## config.mk

```make
export PLATFORM = sky130hd
export DESIGN_NAME = mcp4922_rx
export DESIGN_NICKNAME = d
export VERILOG_FILES = /design/src/rtl/mcp4922_pkg.sv /design/src/rtl/mcp4922_rx_sync_edge.sv /design/src/rtl/mcp4922_rx.sv
export SDC_FILE = /design/constraint.sdc
export NUM_CORES = 1
export LEC_CHECK = 0
export BUFFER_PORTS_ARGS = -buffer_cell sky130_fd_sc_hd__buf_2
export CAP_MARGIN = 20
export CORE_UTILIZATION = 41
export DETAILED_ROUTE_END_ITERATION = 8
export PLACE_DENSITY_LB_ADDON = 0.1
export SLEW_MARGIN = 20
export SYNTH_ARGS = -nofsm -noshare
export SYNTH_HDL_FRONTEND = slang
export SYNTH_SLANG_ARGS = --single-unit
```

## constraint.sdc

```tcl
create_clock -name clk -period 1.8 [get_ports clk]
set_input_delay 0.36 -clock clk [delete_from_list [all_inputs] [get_ports clk]]
set_output_delay 0.36 -clock clk [all_outputs]
set_load 0.02 [all_outputs]
```

## src/rtl/mcp4922_pkg.sv

```systemverilog
// mcp4922_pkg: shared definitions for the MCP4922 DAC command word.
// The transmitter and the receiver both use this package. It holds the
// word and value widths, the bit positions of the control fields, a
// channel enum, and a helper that splits a command word into the fields
// for one channel.
package mcp4922_pkg;

  localparam int MCP_WORD_W   = 16;
  localparam int MCP_VALUE_W  = 12;

  localparam int MCP_AB_BIT   = 15;  // 0 = channel A, 1 = channel B
  localparam int MCP_BUF_BIT  = 14;  // reference input buffer enable
  localparam int MCP_GA_BIT   = 13;  // 1 = 1x gain, 0 = 2x gain
  localparam int MCP_SHDN_BIT = 12;  // 1 = channel active

  // The receiver's bit counter saturates one count past a full word.
  // Over-length frames therefore stay distinguishable from good ones.
  localparam int MCP_CNT_MAX  = MCP_WORD_W + 1;

  typedef enum logic {
    MCP_CH_A = 1'b0,
    MCP_CH_B = 1'b1
  } mcp_chan_e;

  typedef struct packed {
    logic [MCP_VALUE_W-1:0] value;
    logic                   buffered;
    logic                   gain_1x;
    logic                   shdn;
  } mcp_chan_cfg_t;

  function automatic mcp_chan_e mcp_channel(input logic [MCP_WORD_W-1:0] w);
    return mcp_chan_e'(w[MCP_AB_BIT]);
  endfunction

  function automatic mcp_chan_cfg_t mcp_decode(input logic [MCP_WORD_W-1:0] w);
    mcp_chan_cfg_t cfg;
    cfg.value    = w[MCP_VALUE_W-1:0];
    cfg.buffered = w[MCP_BUF_BIT];
    cfg.gain_1x  = w[MCP_GA_BIT];
    cfg.shdn     = w[MCP_SHDN_BIT];
    return cfg;
  endfunction

endpackage

```

## src/rtl/mcp4922_rx_sync_edge.sv

```systemverilog
// sync_edge: pin synchronizer with edge detection.
// The asynchronous input d passes through STAGES flops. The last stage is
// the synchronized level. The level is compared against one extra
// registered copy to produce one-cycle rise and fall pulses.
// Every instance has the same depth, so the relative timing of the pins
// is preserved.
// Ports:
//   clk, reset : system clock, synchronous active-high reset
//   d          : asynchronous pin input
//   level      : synchronized level
//   rise, fall : one-cycle pulses on a synchronized 0->1 / 1->0 change
module sync_edge #(
  parameter int STAGES = 2
) (
  input  logic clk,
  input  logic reset,
  input  logic d,
  output logic level,
  output logic rise,
  output logic fall
);

  logic [STAGES-1:0] stage;
  logic              prev;

  // NOTE: sequential state always uses non-blocking assignments, so that
  // every flop in the chain samples the value from before the clock edge.
  always_ff @(posedge clk) begin
    if (reset) begin
      stage <= '0;
      prev  <= 1'b0;
    end else begin
      stage[0] <= d;
      for (int i = 1; i < STAGES; i++) begin
        stage[i] <= stage[i-1];
      end
      prev <= stage[STAGES-1];
    end
  end

  assign level = stage[STAGES-1];
  assign rise  = level & ~prev;
  assign fall  = ~level & prev;

endmodule

```

## src/rtl/mcp4922_rx.sv

```systemverilog
// mcp4922_rx: receiver for the MCP4922 DAC serial command protocol.
// The receiver oversamples cs_n/sck/sdi in the clk domain. It collects
// 16-bit MSB-first frames, sampling on sck rising edges, and decodes each
// good frame into the value and configuration registers of the addressed
// channel.
// Optional feature: define MCP4922_RX_LDAC_EN to add the ldac_n pin.
// With it, decoded frames load per-channel input latches, and these
// latches are copied to the outputs while ldac_n is low.
// Ports:
//   clk, reset           : system clock, synchronous active-high reset
//   cs_n, sck, sdi       : asynchronous serial pins
//   ldac_n               : load-DAC pin (only with MCP4922_RX_LDAC_EN)
//   word                 : last complete raw frame
//   word_valid/frame_err : one-cycle pulses on good / bad frame close
//   busy                 : frame in progress (armed and cs_n low)
//   dac_*, buf_*, ga_*, shdn_*, active_* : per-channel decoded outputs
module mcp4922_rx
  import mcp4922_pkg::*;
#(
  parameter int SYNC_STAGES = 2
) (
  input  logic                   clk,
  input  logic                   reset,
  input  logic                   cs_n,
  input  logic                   sck,
  input  logic                   sdi,
`ifdef MCP4922_RX_LDAC_EN
  input  logic                   ldac_n,
`endif
  output logic [MCP_WORD_W-1:0]  word,
  output logic                   word_valid,
  output logic                   frame_err,
  output logic                   busy,
  output logic [MCP_VALUE_W-1:0] dac_a,
  output logic [MCP_VALUE_W-1:0] dac_b,
  output logic                   buf_a,
  output logic                   buf_b,
  output logic                   ga_a,
  output logic                   ga_b,
  output logic                   shdn_a,
  output logic                   shdn_b,
  output logic                   active_a,
  output logic                   active_b
);

  typedef enum logic {
    RX_IDLE  = 1'b0,
    RX_ARMED = 1'b1
  } rx_state_e;

  localparam logic [4:0] CNT_FULL = 5'(MCP_WORD_W);
  localparam logic [4:0] CNT_SAT  = 5'(MCP_CNT_MAX);

  // Pin synchronizers
  logic cs_level, cs_rise, cs_fall;
  logic sck_rise;
  logic sdi_level;
  logic sck_level_unused, sck_fall_unused;
  logic sdi_rise_unused, sdi_fall_unused;

  sync_edge #(.STAGES(SYNC_STAGES)) u_sync_cs (
    .clk(clk), .reset(reset), .d(cs_n),
    .level(cs_level), .rise(cs_rise), .fall(cs_fall)
  );

  sync_edge #(.STAGES(SYNC_STAGES)) u_sync_sck (
    .clk(clk), .reset(reset), .d(sck),
    .level(sck_level_unused), .rise(sck_rise), .fall(sck_fall_unused)
  );

  sync_edge #(.STAGES(SYNC_STAGES)) u_sync_sdi (
    .clk(clk), .reset(reset), .d(sdi),
    .level(sdi_level), .rise(sdi_rise_unused), .fall(sdi_fall_unused)
  );

  // Frame FSM
  rx_state_e state, state_next;
  logic      do_arm, do_shift, do_close;

  always_ff @(posedge clk) begin
    if (reset) state <= RX_IDLE;
    else       state <= state_next;
  end

  // NOTE: every signal written here gets a default first, so that no path
  // through the block leaves it unassigned and infers a latch.
  always_comb begin
    state_next = state;
    do_arm     = 1'b0;
    do_shift   = 1'b0;
    do_close   = 1'b0;
    unique case (state)
      // A cs_n that is already low out of reset never produces a fall.
      // Such a frame is therefore ignored until cs_n goes high and low again.
      RX_IDLE: begin
        if (cs_fall) begin
          state_next = RX_ARMED;
          do_arm     = 1'b1;
        end
      end
      // On a cs_n rise, cs_level is already high. An sck rise in the same
      // cycle is therefore not shifted.
      RX_ARMED: begin
        if (cs_rise) begin
          state_next = RX_IDLE;
          do_close   = 1'b1;
        end else if (sck_rise && !cs_level) begin
          do_shift = 1'b1;
        end
      end
      default: state_next = RX_IDLE;
    endcase
  end

  assign busy = (state == RX_ARMED) && !cs_level;

  // Shift register, bit counter and frame close
  logic [MCP_WORD_W-1:0] shreg;
  logic [4:0]            bit_cnt;
  logic                  frame_ok, frame_bad;
  mcp_chan_cfg_t         ch_a, ch_b;   // decoded registers / input latches
  mcp_chan_cfg_t         out_a, out_b; // what the pins present

  assign frame_ok  = do_close && (bit_cnt == CNT_FULL);
  assign frame_bad = do_close && (bit_cnt != CNT_FULL);

  always_ff @(posedge clk) begin
    if (reset) begin
      shreg      <= '0;
      bit_cnt    <= '0;
      word       <= '0;
      word_valid <= 1'b0;
      frame_err  <= 1'b0;
      ch_a       <= '0;
      ch_b       <= '0;
    end else begin
      word_valid <= frame_ok;
      frame_err  <= frame_bad;

      if (do_arm) begin
        shreg   <= '0;
        bit_cnt <= '0;
      end else if (do_shift) begin
        shreg <= {shreg[MCP_WORD_W-2:0], sdi_level};
        if (bit_cnt != CNT_SAT) bit_cnt <= bit_cnt + 5'd1;
      end

      if (frame_ok) begin
        word <= shreg;
        if (mcp_channel(shreg) == MCP_CH_B) ch_b <= mcp_decode(shreg);
        else                                ch_a <= mcp_decode(shreg);
      end
    end
  end

`ifdef MCP4922_RX_LDAC_EN
  logic ldac_level;
  logic ldac_rise_unused, ldac_fall_unused;

  sync_edge #(.STAGES(SYNC_STAGES)) u_sync_ldac (
    .clk(clk), .reset(reset), .d(ldac_n),
    .level(ldac_level), .rise(ldac_rise_unused), .fall(ldac_fall_unused)
  );

  // Level-sensitive transfer. A frame that decodes while ldac_n is low
  // reaches the outputs one cycle after it lands in the input latch.
  always_ff @(posedge clk) begin
    if (reset) begin
      out_a <= '0;
      out_b <= '0;
    end else if (!ldac_level) begin
      out_a <= ch_a;
      out_b <= ch_b;
    end
  end
`else
  assign out_a = ch_a;
  assign out_b = ch_b;
`endif

  assign dac_a    = out_a.value;
  assign buf_a    = out_a.buffered;
  assign ga_a     = out_a.gain_1x;
  assign shdn_a   = out_a.shdn;
  assign active_a = out_a.shdn;

  assign dac_b    = out_b.value;
  assign buf_b    = out_b.buffered;
  assign ga_b     = out_b.gain_1x;
  assign shdn_b   = out_b.shdn;
  assign active_b = out_b.shdn;

endmodule
```

==> reports/results.tsv, run 1 <==
stage	metric	value	unit
drt	top sig layer	met4	
sta	unrepaired setup endpoints after global routing	no	
placed_design	placer congestion estimate	0.759	
power_and_ir_drop	switch share	22.8	%
clock_network	Post-CTS Hold Buffers	0	
run	maxcap violations	0	
clock_network	CTS sink count	78	
clock_network	CTS H-tree depth	3	
placed_design	DP HPWL	4720	microns
power_and_ir_drop	Max IR drop VDD	0.583	mV
finish	Inserted Diodes	0	
clock_network	CTS tree	done	
worst_setup_path	R2R cell count	6	
power_and_ir_drop	Internal	2.44	mW
sta	Hold Slack	0.214	ns
drt	vias post-DR	2716	
power_and_ir_drop	Leak	1.34	nW
worst_setup_path	CP arrival	1.74	ns
drt	WL met2	3600	microns
run_status	status	complete, no violations	
die	Die H	89.9	microns
sta	setup TNS	0	ns
global_routing	pin count of the biggest net entering global routing	48	
finish	Layout Utilization	49.8	%
clock_network	post_cts resized	0	
sta	Setup Viol. Count Final	0	
global_routing	Tot GR Track Use	19.9	%
clock_network	clk buf depth	2	
clock_network	CTS Buf Count	9	
logic_synthesis	yosys warns	0	
sta	slew margin rel.	68.8	%
die	Die Span X	89.9	microns
sta	Fin. Hold Viols	0	
drt	final antenna-violating net count	0	
logic_synthesis	Syn Area/Cell	8.90	sq um
logic_synthesis	Yosys top cell area share	49.3	%
power_and_ir_drop	Logic pwr share	1.9	%
logic_synthesis	cell taking the most area after synthesis	dfxtp_1	
finish	fraction of layout cells with a size suffix above 1	22.9	%
drt	WL/cell	15.5	microns
worst_setup_path	Worst EP required	2.08	ns
global_routing	initial antenna violation count	0	
worst_hold_path	hold depth	2	
worst_hold_path	Min-Delay Path Class	in2reg	
drt	drt total wl	7700	microns
worst_setup_path	Startpoint Class	flip-flop	
die	FP Rows	31	
worst_setup_path	Setup crit end kind	flip-flop	
worst_setup_path	Cell Chain, Critical Path	inv_1, ha_1, and4bb_1, buf_12, nand4_1, a21oi_1	
sta	final clock skew	0.0142	ns
power_and_ir_drop	Clk pwr share	43.1	%
finish	commonest non-fill, non-tap cells in the layout	78 x dfxtp_1, 67 x a21oi_1, 55 x buf_2	
global_routing	GR Overflow Total	0	
logic_synthesis	Synth Register Bits	78	
worst_setup_path	Max stage delay cell, worst path	dfxtp_1	
die	Die ar.	8080	sq um
worst_setup_path	reg2reg start	bit_cnt[0]$_SDFFE_PP0P_	
power_and_ir_drop	sequential share of power	55.0	%
drt	vias per inst	5.46	
drt	drt pass-1 iters	5	
sta	Final min period	1.46	ns
placed_design	number of I/O port buffers	55	
drt	met3 WL post-DR	337	microns
sta	Worst Tran Pin Value	0.462	ns
worst_setup_path	CP endpoint	active_b$_SDFFE_PP0P_	
logic_synthesis	register area share after synthesis	49.3	%
finish	commonest non-fill, non-tap cell in the layout	dfxtp_1	
worst_setup_path	CP max FO	47	
sta	Achievable Freq	684	MHz
global_routing	vias in the first global route	2617	
finish	P&R area growth vs syn	15.8	%
logic_synthesis	post-synth cell types	31	
worst_setup_path	reg-to-reg slack, setup	0.34	ns
power_and_ir_drop	pwr dens	860	nW/um^2
logic_synthesis	mapped cell area	3170	sq um
die	Initial Util	43.0	%
power_and_ir_drop	Design Power	3.15	mW
drt	DR iter-0 viols	133	
logic_synthesis	Post-Syn Instances	356	
sta	final worst path period share	81.2	%
clock_network	worst-skew pair later-pin latency	0.35	ns
sta	max-slew violation count	0	
worst_setup_path	RR Endpoint	active_b$_SDFFE_PP0P_	
die	IO Pins	56	
logic_synthesis	synthesized net count	364	
worst_setup_path	crit path launch	bit_cnt[0]$_SDFFE_PP0P_	
worst_setup_path	critical path type	reg2reg	
drt	M1 WL	3660	microns
logic_synthesis	Synth area leaders	dfxtp_1 49%, a21oi_1 11%, o31ai_1 6.4%	
power_and_ir_drop	switching power total	0.719	mW
clock_network	Post-CTS Setup Inserts	0	
drt	# DRC	0	
finish	Nets	401	
clock_network	root buf cell	clkbuf_8	
worst_setup_path	slowest stage delay, CP	0.35	ns
die	Placeable Area	7370	sq um
clock_network	Clock transition at path regs	0.08	ns
global_routing	first-pass GRT wire length	12900	microns
## through the flow
stage	cells	cell area, sq um	setup WS [ns]
floorplan	356	3170	0.433
global placement	481	3460	0.373
detailed placement	481	3460	0.338
CTS	497	3670	0.321
global route	497	3670	0.181
finish	497	3670	0.338
## state kept, by name (all words and copies together) (netlist names)
signal	count
buf_a	1
u_sync_sck.stage	2
active_b	1
active_a	1
buf_b	1
dac_a	12
word_valid	1
frame_err	1
u_sync_cs.prev	1
ga_b	1
bit_cnt	5
u_sync_cs.stage	2
u_sync_sdi.stage	2
word	16
shreg	16
dac_b	12
u_sync_sck.prev	1
state	1
ga_a	1
## power groups by stage
stage	sequential (mW)	clock, mW	combinational, mW
final	1.74	1.36	0.0585
after global routing	1.74	1.47	0.0644
after CTS	1.74	1.39	0.0584
after detailed placement	1.78	0	0.0590
after global placement	1.78	0	0.0586
after floorplan	1.78	0	0.0419
## cell usage after synthesis, drive strengths merged
library cell  count
nand2            33
or3b              2
nor4bb            1
a31o              1
dfxtp            78
nand4            32
o21ai            20
or4bb             1
clkbuf           16
or4               1
nor2              1
nand4bb           2
nor2b             7
nand3b            2
and3b             1
mux2i             1
and4bb            2
nor3              2
inv               7
ha                3
buf              26
and2              1
a21oi            67
o31ai            30
nand2b            1
nand3            18
## worst min-delay path by stage
stage	start	slack, ns	to
floorplan	u_sync_cs.stage[0]$_SDFF_PP0_	0.41	u_sync_cs.stage[1]$_SDFF_PP0_
global placement	u_sync_cs.stage[0]$_SDFF_PP0_	0.42	u_sync_cs.stage[1]$_SDFF_PP0_
detailed placement	u_sync_sdi.stage[0]$_SDFF_PP0_	0.42	u_sync_sdi.stage[1]$_SDFF_PP0_
CTS	sdi	0.20	u_sync_sdi.stage[0]$_SDFF_PP0_
global route	sdi	0.21	u_sync_sdi.stage[0]$_SDFF_PP0_
finish	sdi	0.21	u_sync_sdi.stage[0]$_SDFF_PP0_
## layer usage
metal	track usage, %	vias up
met1	26.2	1279
met3	3.89	8
li1	-	1361
met4	7.66	0
met2	32.2	68
met5	0	-
## cell families (layout without fill, tap and decap cells)
| group | after synthesis | in the layout | share of synthesized area, % |
|---|---|---|---|
| flip-flops | 78 | 78 | 49.3 |
| AO/OA/AOI/OAI | 118 | 118 | 21.6 |
| multiplexers | 1 | 1 | 0.316 |
| AND/OR/NAND/NOR | 107 | 107 | 19.0 |
| buffers and inverters | 49 | 91 | 8.57 |
| adder cells (fa/ha/maj) | 3 | 3 | 1.19 |
## area by class of cell
type / instances / area [sq um]
fill: 735 / 3700
tap: 99 / 124
inverter: 7 / 26.3
multi-input combinational: 229 / 1340
timing repair buffer: 68 / 410
sequential: 78 / 1560
clock buffer: 10 / 138
clock inverter: 6 / 68.8
## critical path, delay by kind of cell, from the launching register on
kind	cells	cell delay, ns
buffers and inverters	2	0.32
AO/OA/AOI/OAI	1	0.18
AND/OR/NAND/NOR	2	0.37
flip-flops	1	0.35
adder cells (fa/ha/maj)	1	0.18
(Power assumes the default switching activity.)
==> inputs of run 2 (changes only) <==
==> constraint.sdc (replaced) <==
create_clock -name clk -period 1.15 [get_ports clk]
set_input_delay 0.23 -clock clk [delete_from_list [all_inputs] [get_ports clk]]
set_output_delay 0.23 -clock clk [all_outputs]
set_load 0.02 [all_outputs]
==> run 2 against run 1 <==
Net effect:
- the flow now finishes with violations (negative setup slack)
- clock-buffer cell count stayed put
- sequential power is 56% higher
- die area stayed put
- sequential share of layout area is 9.1 points lower
- fmax is 1.5% higher
- clock power is 51% higher
- largest cell class is now multi-input gates
- core utilization is 14 points higher
- highest routed layer unchanged
- wire length is 23% higher
- worst setup slack worse by 0.63 ns
- register-to-register slack worse by 0.63 ns
==> reports/results.tsv, run 2 (synthesized netlist as in run 1, its figures left out) <==
stage	metric	value	unit	change
worst_setup_path	reg2reg start	bit_cnt[0]$_SDFFE_PP0P_		
sta	Achievable Freq	694	MHz	+1.5%
worst_setup_path	CP arrival	1.73	ns	about the same
power_and_ir_drop	pwr dens	1050	nW/um^2	+22%
die	FP Rows	31		unchanged
finish	P&R area growth vs syn	49.5	%	
placed_design	Post-Place Cell Area	3670	sq um	+5.9%
worst_setup_path	reg-to-reg slack, setup	-0.29	ns	-0.63 ns
worst_hold_path	Hold EP	u_sync_sdi.stage[0]$_SDFF_PP0_		
sta	Fin. Hold Viols	0		unchanged
finish	commonest non-fill, non-tap cells in the layout	65 x dfxtp_1, 46 x a21oi_1, 43 x buf_2		
worst_setup_path	RR Endpoint	active_b$_SDFFE_PP0P_		
worst_setup_path	Setup crit end kind	flip-flop		
global_routing	Tot GR Track Use	21.4	%	+1.5 points
die	IO Pins	56		unchanged
die	Placeable Area	7370	sq um	unchanged
finish	fraction of layout cells with a size suffix above 1	50.0	%	+27 points
global_routing	pin count of the biggest net entering global routing	37		-23%
global_routing	initial antenna violation count	0		unchanged
die	Initial Util	43.0	%	unchanged
sta	Hold Slack	0.0758	ns	-0.138 ns
sta	max-slew violation count	0		unchanged
sta	setup TNS	-14.38	ns	-14.38 ns
clock_network	root buf cell	clkbuf_8		
sta	unrepaired setup endpoints after global routing	yes		
die	Die Span X	89.9	microns	unchanged
run_status	status	finished with violations		
worst_setup_path	R2R cell count	7		+1
finish	commonest non-fill, non-tap cell in the layout	dfxtp_1		
sta	Setup Viol. Count Final	71		+71
drt	vias per inst	5.68		+3.9%
sta	Worst Tran Pin Value	0.363	ns	-0.0988 ns
finish	Layout Utilization	64.3	%	+14 points
sta	Final min period	1.44	ns	-0.0218 ns
global_routing	first-pass GRT wire length	13800	microns	+6.7%
worst_hold_path	hold depth	2		unchanged
run	maxcap violations	0		unchanged
clock_network	worst-skew pair later-pin latency	0.36	ns	about the same
worst_setup_path	Startpoint Class	flip-flop		
power_and_ir_drop	Leak	1.69	nW	+26%
sta	final clock skew	0.0115	ns	-0.00273 ns
placed_design	DP HPWL	4840	microns	+2.6%
clock_network	CTS sink count	78		unchanged
drt	DR iter-0 viols	112		-16%
clock_network	CTS tree	done		
finish	Final Cell Area	4740	sq um	+29%
finish	Inserted Diodes	0		unchanged
die	Die ar.	8080	sq um	unchanged
die	Die H	89.9	microns	unchanged
clock_network	Post-CTS Hold Buffers	0		unchanged
placed_design	placer congestion estimate	0.750		-1.2%
placed_design	number of I/O port buffers	55		unchanged
power_and_ir_drop	Design Power	4.95	mW	+57%
drt	drt pass-1 iters	4		-1
drt	# DRC	0		unchanged
power_and_ir_drop	Max IR drop VDD	0.606	mV	+3.9%
run_status	failing checks	negative setup slack		
worst_setup_path	CP max FO	6		-87%
sta	final worst path period share	125	%	+44 points
drt	vias post-DR	2991		+10%
worst_setup_path	critical path type	reg2reg		
sta	slew margin rel.	75.8	%	+7.0 points
worst_setup_path	Worst EP required	1.44	ns	-0.64 ns
sta	setup ws final	-0.290	ns	-0.628 ns
clock_network	clk buf depth	2		unchanged
worst_hold_path	Hold Startpoint	sdi		
clock_network	CTS Buf Count	9		unchanged
global_routing	vias in the first global route	2686		+2.6%
finish	Nets	431		+7.5%
drt	drt total wl	9470	microns	+23%
worst_hold_path	Min-Delay Path Class	in2reg		
clock_network	CTS H-tree depth	3		unchanged
drt	WL/cell	18.0	microns	+16%
global_routing	GR Overflow Total	0		unchanged
finish	largest registers	shreg (16), word (16)		
clock_network	Clock transition at path regs	0.09	ns	about the same
drt	final antenna-violating net count	0		unchanged
[run 2: changes by cell type in the layout (fill, tap and decap cells not counted), moves of 15 or more]
| cell | before | now |
|---|---|---|
| buf_4 | 10 | 25 |
| a21oi_2 | 0 | 20 |
| o31ai_1 | 27 | 0 |
| a21oi_1 | 67 | 46 |
| nand3_1 | 18 | 3 |
| o31ai_2 | 3 | 20 |
[run 2: cell type report]
class	instances	area [sq um]
inverter	7	28.8
multi-input combinational	229	1840
clock inverter	6	62.6
fill	614	2630
clock buffer	10	128
sequential	78	1590
timing repair buffer	98	967
tap	99	124
[run 2: report_power, final]
part	internal, mW	total (mW)	switching, mW
registers	2.71	2.71	0.00814
logic	0.0791	0.174	0.0949
clock network	0.996	2.06	1.07
total	3.78	4.95	1.17
[run 2: worst max-delay path by stage]
stage	startpoint	to	slack, ns	cells past startpoint
6_report	bit_cnt[0]$_SDFFE_PP0P_	active_b$_SDFFE_PP0P_	-0.29	7
5_1_grt	bit_cnt[0]$_SDFFE_PP0P_	dac_a[2]$_SDFFE_PP0P_	-0.37	7
4_1_cts	bit_cnt[1]$_SDFFE_PP0P_	dac_b[8]$_SDFFE_PP0P_	-0.25	6
3_5_place_dp	bit_cnt[1]$_SDFFE_PP0P_	dac_b[4]$_SDFFE_PP0P_	-0.24	6
3_3_place_gp	bit_cnt[1]$_SDFFE_PP0P_	bit_cnt[1]$_SDFFE_PP0P_	-0.23	5
2_1_floorplan	bit_cnt[1]$_SDFFE_PP0P_	dac_a[2]$_SDFFE_PP0P_	-0.15	7
[run 2: worst max-delay path: stages, from the launching register on]
cell	delay [ns]
dfxtp_4	0.37
inv_4	0.06
ha_4	0.14
and4bb_4	0.28
buf_12	0.14
clkbuf_16	0.15
nand4_1	0.08
a21oi_1	0.14
[run 2: repair_timing]
| item | CTS | global route |
|---|---|---|
| endpoints found under the setup margin | 70 | 71 |
| setup buffers | 3 | 5 |
| pin swaps | 10 | 17 |
| gates cloned | 2 | 9 |
| gates resized for setup | 36 | 99 |
[run 2: per-layer routing]
metal | part of all wire (%) | up-vias | GRT usage [%]
met2 | 49 | 82 | 35.4
met4 | 0.98 | 0 | 6.85
li1 | - | 1428 | -
met3 | 4.5 | 10 | 3.98
met5 | 0 | - | 0
met1 | 45 | 1471 | 28.2
[run 2: metrics by stage]
| stage | cells | worst slack, ns |
|---|---|---|
| 2_1_floorplan | 356 | -0.149 |
| 3_3_place_gp | 493 | -0.227 |
| 3_5_place_dp | 493 | -0.239 |
| 4_1_cts | 514 | -0.250 |
| 5_1_grt | 527 | -0.368 |
| 6_report | 527 | -0.290 |
==> inputs of run 3 (changes only) <==
--- a/config.mk
+++ b/config.mk
@@ -10,6 +10,7 @@
 export CORE_UTILIZATION = 41
 export DETAILED_ROUTE_END_ITERATION = 8
 export PLACE_DENSITY_LB_ADDON = 0.1
+export SKIP_CTS_REPAIR_TIMING = 1
 export SLEW_MARGIN = 20
 export SYNTH_ARGS = -nofsm -noshare
 export SYNTH_HDL_FRONTEND = slang
==> run 3 against run 2 <==
Net effect:
- the flow still finishes with violations (negative setup slack)
- critical path depth is 1 lower
- clock skew is 0.0040 ns lower
- final cell count decreased by 1.9%
- register-to-register slack barely moved
- clock-buffer cell count is the same
- sequential share of layout area up 3.7 points
- via count down 3.7%
- final area fell by 10%
- worst setup slack gained 0.0072 ns
- hold slack improved by 0.0070 ns
- core utilization decreased by 6.7 points
- power down 0.70%
- critical path type unchanged
- largest power group unchanged
==> reports/results.tsv, run 3 (synthesized netlist as in run 1, its figures left out) <==
stage	metric	value	unit	change
run_status	status	finished with violations		
run_status	failing checks	negative setup slack		
clock_network	worst-skew pair later-pin latency	0.35	ns	about the same
sta	slew margin rel.	77.7	%	+1.9 points
sta	Hold Slack	0.0828	ns	+0.00699 ns
global_routing	pin count of the biggest net entering global routing	48		+30%
drt	# DRC	0		unchanged
sta	Setup Viol. Count Final	70		-1.4%
die	Die ar.	8080	sq um	unchanged
finish	largest registers	shreg (16), word (16)		
drt	final antenna-violating net count	0		unchanged
sta	setup ws final	-0.283	ns	+0.00725 ns
power_and_ir_drop	switching power total	1.15	mW	-1.6%
drt	vias post-DR	2880		-3.7%
die	Placeable Area	7370	sq um	unchanged
clock_network	root buf cell	clkbuf_8		
drt	drt total wl	8740	microns	-7.8%
finish	P&R area growth vs syn	34.1	%	
finish	commonest non-fill, non-tap cells in the layout	72 x dfxtp_1, 52 x buf_2, 43 x a21oi_1		
power_and_ir_drop	Max IR drop VDD	0.643	mV	+6.1%
power_and_ir_drop	Internal	3.77	mW	-0.42%
drt	drt pass-1 iters	4		unchanged
worst_setup_path	Worst EP required	1.42	ns	-0.02 ns
global_routing	initial antenna violation count	0		unchanged
global_routing	first-pass GRT wire length	13200	microns	-4.7%
sta	Achievable Freq	698	MHz	+0.51%
placed_design	DP HPWL	4840	microns	unchanged
placed_design	placer congestion estimate	0.750		unchanged
finish	Multi-input gate area	1590	sq um	-13%
power_and_ir_drop	Leak	1.56	nW	-7.4%
drt	met3 WL post-DR	325	microns	-25%
finish	FF+latch area	1580	sq um	-0.55%
finish	Inserted Diodes	0		unchanged
drt	WL met2	4300	microns	-7.9%
drt	WL/cell	16.9	microns	-6.0%
die	Die H	89.9	microns	unchanged
clock_network	CTS tree	done		
clock_network	Clock transition at path regs	0.08	ns	about the same
worst_setup_path	critical path type	reg2reg		
drt	DR iter-0 viols	123		+9.8%
finish	fraction of layout cells with a size suffix above 1	41.6	%	-8.4 points
die	IO Pins	56		unchanged
global_routing	GR Overflow Total	0		unchanged
run	maxcap violations	0		unchanged
worst_setup_path	Startpoint Class	flip-flop		
sta	Worst Tran Pin Value	0.330	ns	-0.0328 ns
die	Die Span X	89.9	microns	unchanged
worst_setup_path	Setup crit end kind	flip-flop		
drt	vias per inst	5.57		-1.8%
power_and_ir_drop	pwr dens	1160	nW/um^2	+11%
drt	top sig layer	met4		
finish	Nets	421		-2.3%
power_and_ir_drop	switch share	23.4	%	-0.22 points
sta	unrepaired setup endpoints after global routing	yes		
worst_setup_path	CP max FO	24		+18
sta	Fin. Hold Viols	0		unchanged
sta	Final min period	1.43	ns	-0.00724 ns
clock_network	CTS sink count	78		unchanged
die	Initial Util	43.0	%	unchanged
clock_network	CTS H-tree depth	3		unchanged
placed_design	number of I/O port buffers	55		unchanged
finish	fill cell count	682		+11%
clock_network	clk buf depth	2		unchanged
sta	final worst path period share	125	%	-0.63 points
drt	M1 WL	4050	microns	-5.5%
finish	commonest non-fill, non-tap cell in the layout	dfxtp_1		
worst_hold_path	Min-Delay Path Class	in2reg		
worst_setup_path	CP arrival	1.71	ns	-0.02 ns
global_routing	Tot GR Track Use	20.2	%	-1.2 points
clock_network	CTS Buf Count	9		unchanged
global_routing	vias in the first global route	2596		-3.4%
power_and_ir_drop	Logic pwr share	3.0	%	-0.5 points
power_and_ir_drop	sequential share of power	55.2	%	+0.4 points
power_and_ir_drop	Clk pwr share	41.7	%	about the same
die	FP Rows	31		unchanged
sta	max-slew violation count	0		unchanged
placed_design	setup slack after placement	-0.239	ns	unchanged
sta	final clock skew	0.00747	ns	-0.00402 ns
run 3: cell types whose count changed in the layout (fill, tap and decap cells not counted), moves of 3 or more:
cell       previous run  this run
o31ai_1               0        24
a21oi_2              20        24
dfxtp_2              10         3
o31ai_4              10         0
buf_12               13         9
clkbuf_16             7         3
buf_4                25        15
nand3_1               3         6
buf_2                43        52
a21oi_1              46        43
o31ai_2              20         6
dfxtp_1              65        72
run 3: area by class of cell:
cell class              instances  share of cell area, %
multi-input cells             229                   37.5
clock inverters                 6                   1.47
clock buffers                  10                   3.01
flip-flops and latches         78                   37.1
well taps                      99                   2.92
repair buffers                 88                   17.3
inverters                       7                  0.678
run 3: critical path, stage by stage, from the launching register on:
cell      delay [ns]
dfxtp_4         0.37
inv_4           0.06
ha_4            0.13
and4bb_4        0.31
buf_12          0.19
nand4_1         0.10
a21oi_1         0.18
run 3: final timing paths:
kind	end	depth (start not counted)	slack, ns	from
setup / recovery	dac_b[8]$_SDFFE_PP0P_	6	-0.28	bit_cnt[0]$_SDFFE_PP0P_
setup reg to reg	dac_b[8]$_SDFFE_PP0P_	6	-0.28	bit_cnt[0]$_SDFFE_PP0P_
hold reg to reg	u_sync_sdi.stage[1]$_SDFF_PP0_	1	0.44	u_sync_sdi.stage[0]$_SDFF_PP0_
hold / removal	u_sync_sck.stage[0]$_SDFF_PP0_	2	0.08	sck
run 3: power groups by stage:
stage                     combinational [mW]  clock [mW]  sequential [mW]
after floorplan                       0.0664           0             2.78
after global placement                 0.112           0             2.78
after detailed placement               0.111           0             2.78
after CTS                              0.111        2.09             2.72
after global routing                   0.157        2.21             2.72
final                                  0.149        2.05             2.71
run 3: layer usage:
layer / vias to the layer above / GRT usage [%]
li1: 1402 / -
met1: 1407 / 27.5
met2: 65 / 32.0
met3: 6 / 3.98
met4: 0 / 6.85
met5: - / 0
run 3: stage by stage:
| stage | setup TNS, ns | area [sq um] | power, mW | util, % | cells |
|---|---|---|---|---|---|
| 2_1_floorplan | -4.79 | 3240 | 2.85 | - | 356 |
| 4_1_cts | -14.21 | 3860 | 4.92 | 52.3 | 509 |
| 3_5_place_dp | -12.46 | 3670 | 2.89 | 49.7 | 493 |
| 5_1_grt | -16.55 | 4250 | 5.09 | 57.6 | 517 |
| 6_report | -12.72 | 4250 | 4.92 | 57.6 | 517 |
| 3_3_place_gp | -11.25 | 3670 | 2.89 | 49.7 | 493 |
